[src/rtl/rom_loader.sv]
// rom_loader: packs a little-endian byte stream into WIDTH-bit words and
// writes them to a DEPTH-entry memory at sequential, wrapping addresses
// starting from a base address latched on start.
module rom_loader #(
  parameter int unsigned WIDTH = 8,
  parameter int unsigned DEPTH = 256
) (
  input  logic                     clk,
  input  logic                     rst,
  input  logic                     start,
  input  logic [$clog2(DEPTH)-1:0] base_addr,
  input  logic [$clog2(DEPTH):0]   len,
  input  logic [7:0]               s_data,
  input  logic                     s_valid,
  output logic                     s_ready,
  output logic                     we,
  output logic [$clog2(DEPTH)-1:0] waddr,
  output logic [WIDTH-1:0]         wdata,
  output logic                     busy,
  output logic                     done
);

  localparam int unsigned ADDRW = $clog2(DEPTH);
  localparam int unsigned CNTW  = ADDRW + 1;
  localparam int unsigned BPW   = (WIDTH + 7) / 8;
  localparam int unsigned BUFW  = BPW * 8;
  localparam int unsigned IDXW  = (BPW > 1) ? $clog2(BPW) : 1;

  typedef enum logic [1:0] {
    IDLE    = 2'd0,
    COLLECT = 2'd1,
    WRITE   = 2'd2,
    DONE    = 2'd3
  } state_t;

  state_t           state_q, state_d;
  logic [ADDRW-1:0] addr_q, addr_d;
  logic [CNTW-1:0]  len_q, len_d;
  logic [CNTW-1:0]  cnt_q, cnt_d;
  logic [IDXW-1:0]  idx_q, idx_d;
  logic [BUFW-1:0]  buf_q, buf_d;
  logic             s_ready_q, s_ready_d;
  logic             we_q, we_d;
  logic [ADDRW-1:0] waddr_q, waddr_d;
  logic [WIDTH-1:0] wdata_q, wdata_d;
  logic             busy_q, busy_d;
  logic             done_q, done_d;

  logic [BUFW-1:0]  buf_new;
  logic [ADDRW-1:0] addr_next;
  logic [CNTW-1:0]  cnt_next;

  // State and registered outputs; synchronous reset clears everything.
  always_ff @(posedge clk) begin
    if (rst) begin
      state_q   <= IDLE;
      addr_q    <= '0;
      len_q     <= '0;
      cnt_q     <= '0;
      idx_q     <= '0;
      buf_q     <= '0;
      s_ready_q <= 1'b0;
      we_q      <= 1'b0;
      waddr_q   <= '0;
      wdata_q   <= '0;
      busy_q    <= 1'b0;
      done_q    <= 1'b0;
    end else begin
      state_q   <= state_d;
      addr_q    <= addr_d;
      len_q     <= len_d;
      cnt_q     <= cnt_d;
      idx_q     <= idx_d;
      buf_q     <= buf_d;
      s_ready_q <= s_ready_d;
      we_q      <= we_d;
      waddr_q   <= waddr_d;
      wdata_q   <= wdata_d;
      busy_q    <= busy_d;
      done_q    <= done_d;
    end
  end

  // Next-state and next-output logic; outputs are computed one cycle ahead
  // so each one is a flop that reflects the state being entered.
  always_comb begin
    state_d   = state_q;
    addr_d    = addr_q;
    len_d     = len_q;
    cnt_d     = cnt_q;
    idx_d     = idx_q;
    buf_d     = buf_q;
    s_ready_d = 1'b0;
    we_d      = 1'b0;
    waddr_d   = waddr_q;
    wdata_d   = wdata_q;
    done_d    = 1'b0;

    buf_new                = buf_q;
    buf_new[8*idx_q +: 8]  = s_data;
    addr_next = (addr_q == ADDRW'(DEPTH - 1)) ? '0 : addr_q + ADDRW'(1);
    cnt_next  = cnt_q + CNTW'(1);

    unique case (state_q)
      IDLE: begin
        if (start) begin
          if (len != '0) begin
            addr_d    = base_addr;
            len_d     = len;
            cnt_d     = '0;
            idx_d     = '0;
            buf_d     = '0;
            s_ready_d = 1'b1;
            state_d   = COLLECT;
          end else begin
            done_d  = 1'b1;
            state_d = DONE;
          end
        end
      end

      COLLECT: begin
        s_ready_d = 1'b1;
        if (s_valid && s_ready_q) begin
          buf_d = buf_new;
          if (idx_q == IDXW'(BPW - 1)) begin
            s_ready_d = 1'b0;
            we_d      = 1'b1;
            waddr_d   = addr_q;
            wdata_d   = buf_new[WIDTH-1:0];
            state_d   = WRITE;
          end else begin
            idx_d = idx_q + IDXW'(1);
          end
        end
      end

      WRITE: begin
        addr_d = addr_next;
        cnt_d  = cnt_next;
        if (cnt_next == len_q) begin
          done_d  = 1'b1;
          state_d = DONE;
        end else begin
          idx_d     = '0;
          buf_d     = '0;
          s_ready_d = 1'b1;
          state_d   = COLLECT;
        end
      end

      DONE: begin
        state_d = IDLE;
      end

      default: begin
        state_d = IDLE;
      end
    endcase

    busy_d = (state_d != IDLE);
  end

  assign s_ready = s_ready_q;
  assign we      = we_q;
  assign waddr   = waddr_q;
  assign wdata   = wdata_q;
  assign busy    = busy_q;
  assign done    = done_q;

endmodule

[config.mk]
export PLATFORM = sky130hd
export DESIGN_NAME = rom_loader
export DESIGN_NICKNAME = d
export VERILOG_FILES = /design/src/rtl/rom_loader.sv
export SDC_FILE = /design/constraint.sdc
export NUM_CORES = 1
export LEC_CHECK = 0
export ABC_AREA = 1
export BUFFER_PORTS_ARGS = -buffer_cell sky130_fd_sc_hd__buf_2
export CELL_PAD_IN_SITES_DETAIL_PLACEMENT = 0
export CELL_PAD_IN_SITES_GLOBAL_PLACEMENT = 1
export CORE_UTILIZATION = 34
export CTS_CLUSTER_SIZE = 12
export DETAILED_ROUTE_END_ITERATION = 6
export GPL_TIMING_DRIVEN = 0
export PLACE_DENSITY_LB_ADDON = 0.15
export SLEW_MARGIN = 30
export SYNTH_ARGS = -nofsm -noshare
export SYNTH_HDL_FRONTEND = slang
export SYNTH_SLANG_ARGS = --single-unit
export TNS_END_PERCENT = 30
[constraint.sdc]
create_clock -name clk -period 1.45 [get_ports clk]
set_input_delay 0.29 -clock clk [delete_from_list [all_inputs] [get_ports clk]]
set_output_delay 0.29 -clock clk [all_outputs]
set_load 0.05 [all_outputs]
==> impl_metrics.tcl <==
set metrics [dict create \
    outcome "finished, violations left" \
    failed_checks "setup timing" \
    synthCells 334 \
    die_width_um 84.5 \
    critPathMaxFanout 5 \
    ys_types 28 \
    r2r_slack_ns -0.14 \
    regToRegEndpoint "busy" \
    route.detailed.drc 0 \
    drive_above_1_share_pct 34.1 \
    wl_per_cell_um 12.7 \
    hpwl_um 4480 \
    drt_iter0_markers 68 \
    maxSlewViolCount 0 \
    fin_skew_ns 0.00891 \
    cts_tree "built" \
    crit_chain "buf_6, nand2_2, nor2_4, nand2_2, nand2_2, inv_2, nand2_2, nand3_1, nor2_2, nand4_2, nand3_2, nand2_2, nand2_1" \
    numPortBuffers 48 \
    seq_area_frac_synth_pct 41.5 \
    max_freq_mhz 628 \
    start_kind "register" \
    ant_nets 0 \
    clock_sinks 48 \
    synth_nets 365 \
    track_usage_pct 18.2 \
    grt_start_max_net_pins 17 \
    cts_buffer_depth 2 \
    post-place-ws_ns -0.276 \
    min_period_ns 1.59 \
    worst_pin_slew_ns 0.613 \
    ys_ff_latch 48 \
    hold_viol_final 0 \
    power.net_switching_w 0.000822 \
    setup.worst_path.start "cnt_q[0]" \
    setup_viol 4 \
    sw_frac_of_total_pct 28.5 \
    seqPwrFrac_pct 49.8 \
    reg2reg_depth 13 \
    wl_um 6100 \
    antenna_found_initial 0 \
    gp_congestion 0.760 \
    syn_avg_cell_area_um2 6.93 \
    cts_buffers 5 \
    maxCapViolCount 0 \
    p_total_w 0.00288 \
    final_cell_area_mm2 0.00301 \
    vias_per_cell 4.76 \
    crit_type "register to register" \
    syn_area_mm2 0.00232 \
    ir_drop_mv 0.609 \
    cp-end-kind "register" \
    critPathMaxStageDelay_ns 0.38 \
    worstHoldEndpoint "wdata[3]" \
    crit_required_ns 1.71 \
    initial_core_util_pct 35.9 \
    dpl_cell_area_mm2 0.00266 \
    p_per_area_mw_per_mm2 955 \
    share_comb_of_total_power_pct 15.2 \
    worstHoldStart "s_data[3]" \
    grt_pass1_vias 2140 \
    p_int_w 0.00206 \
    cp_common_cell "nand2_2" \
    p_clk_share_pct 35.0 \
    insertion_delay_ns 0.30 \
    core-area_mm2 0.00646 \
    cts_hold_buf 0 \
    antenna_cells 0 \
    cts.clk_slew.worst_paths_ns 0.10 \
    fp-row-count 29 \
    p_leak_nw 1.36 \
    post-route-period-util_pct 110 \
    crit_arrival_ns 1.85 \
    num_vias 2278 \
    setup_slack_ns -0.142 \
    slew-limit-headroom_pct 59.1 \
    io_pins 49 \
    grt-ovfl-total 0 \
    cts_max_level 2 \
    worstHoldPathCells 3 \
    yosysWarnings 0 \
    rsz0062_at_grt "true" \
    area_growth_pct 30.1 \
    final_nets 432 \
    r2r-start "cnt_q[0]" \
    critPathSlowestCell "dfxtp_4" \
    die_area_mm2 0.00715 \
    min_path_type "input pin to register" \
    die_h_um 84.5 \
    grt_first_pass_wirelength_um 10300 \
    drtPass1Iterations 4 \
    cts_root_buf "clkbuf_8" \
]
-- sequential cells by signal, summed over array words and instances, names as in the netlist --
register,flops
waddr,8
busy,1
cnt_q,9
len_q,9
state_q,2
done,1
wdata,8
addr_q,8
we,1
s_ready,1
-- kinds of logic after synthesis --
| family | synth area share (%) |
|---|---|
| AND/OR/NAND/NOR | 32.1 |
| AO/OA/AOI/OAI | 16.0 |
| flip-flops | 41.5 |
| buffers and inverters | 7.35 |
| XOR/XNOR | 1.89 |
| adder cells (fa/ha/maj) | 1.08 |
-- power by group through the flow --
stage / registers, W / clock network [W] / logic (W)
after detailed placement: 0.00146 / 0 / 0.000400
after global placement: 0.00146 / 0 / 0.000399
final: 0.00143 / 0.00101 / 0.000438
after CTS: 0.00143 / 0.00104 / 0.000408
after global routing: 0.00144 / 0.00110 / 0.000491
after floorplan: 0.00153 / 0 / 0.000203
-- per-layer routing --
| layer | track usage (%) | part of all wire [%] | routed length [um] |
|---|---|---|---|
| met1 | 23.8 | 49 | 3000 |
| met5 | 0 | 0 | 0 |
| met4 | 4.16 | 0.87 | 53 |
| met3 | 3.15 | 3.5 | 211 |
| met2 | 31.2 | 46 | 2840 |
-- Yosys cell counts --
library cell | instances | area [um2]
ha_1 | 2 | 25.0
buf_4 | 1 | 7.51
nor3_2 | 1 | 10.0
nand2_2 | 8 | 50.1
nand2_1 | 69 | 259
nor2_4 | 3 | 33.8
nor3_1 | 2 | 10.0
nand3_1 | 21 | 105
nor2_2 | 6 | 37.5
or2_1 | 1 | 6.26
nand4_2 | 1 | 12.5
buf_2 | 1 | 5.00
xor2_1 | 3 | 26.3
clkbuf_1 | 7 | 26.3
dfxtp_1 | 48 | 961
o21ai_0 | 34 | 170
nand3_2 | 3 | 30.0
or2_0 | 1 | 6.26
o21ai_1 | 8 | 40.0
nand4_1 | 1 | 6.26
o21bai_2 | 1 | 11.3
xnor2_1 | 2 | 17.5
a21oi_1 | 30 | 150
nor4_2 | 1 | 12.5
inv_2 | 3 | 11.3
nor2_1 | 44 | 165
inv_1 | 30 | 113
buf_1 | 2 | 7.51
-- layout make-up --
class / instances / area (um2)
plain buffers: 11 / 66.3
clock buffers: 5 / 68.8
clock inverters: 3 / 46.3
fillers: 695 / 3440
inverters: 33 / 126
multi-input cells: 242 / 1290
flip-flops and latches: 48 / 981
well taps: 77 / 96.3
repair buffers: 60 / 334
-- cells in the final DEF (no fill, tap or decap), types with 7 or more instances in the layout --
master and n:
nor2_2 11, buf_2 49, a21oi_1 29, o21ai_0 30, o21ai_1 10, nand2_2 14, dfxtp_2 7, dfxtp_1 38
nand3_1 20, buf_4 13, nand2_1 61, nor2_1 39, inv_1 26
-- worst max-delay path by stage --
stage | end | depth (start not counted)
2_1_floorplan | waddr[7] | 6
3_3_place_gp | addr_q[6] | 9
3_5_place_dp | addr_q[3] | 9
4_1_cts | busy | 10
5_1_grt | busy | 13
6_report | busy | 13
-- critical path: cells and delay by family, from the launching register on --
kind,cells,cell delay [ns]
flops,1,0.38
simple gates,11,1.00
buf+inv,2,0.16
-- per-stage QoR --
step / utilization [%] / std cells / setup TNS (ns) / hold WS [ns]
finish: 46.7 / 479 / -0.483 / 0.196
floorplan: - / 334 / -0.0571 / 0.425
CTS: 44.3 / 470 / -1.19 / 0.193
global route: 46.7 / 479 / -1.42 / 0.194
detailed placement: 41.1 / 459 / -7.34 / 0.469
global placement: 41.1 / 459 / -7.64 / 0.456
-- repair_timing --
action,in CTS,in global routing
pin swaps,11,13
endpoints found under the hold margin,0,0
setup buffers,3,9
cloned,0,0
resized for setup,25,39
endpoints found under the setup margin,36,42
(Power assumes the default switching activity.)
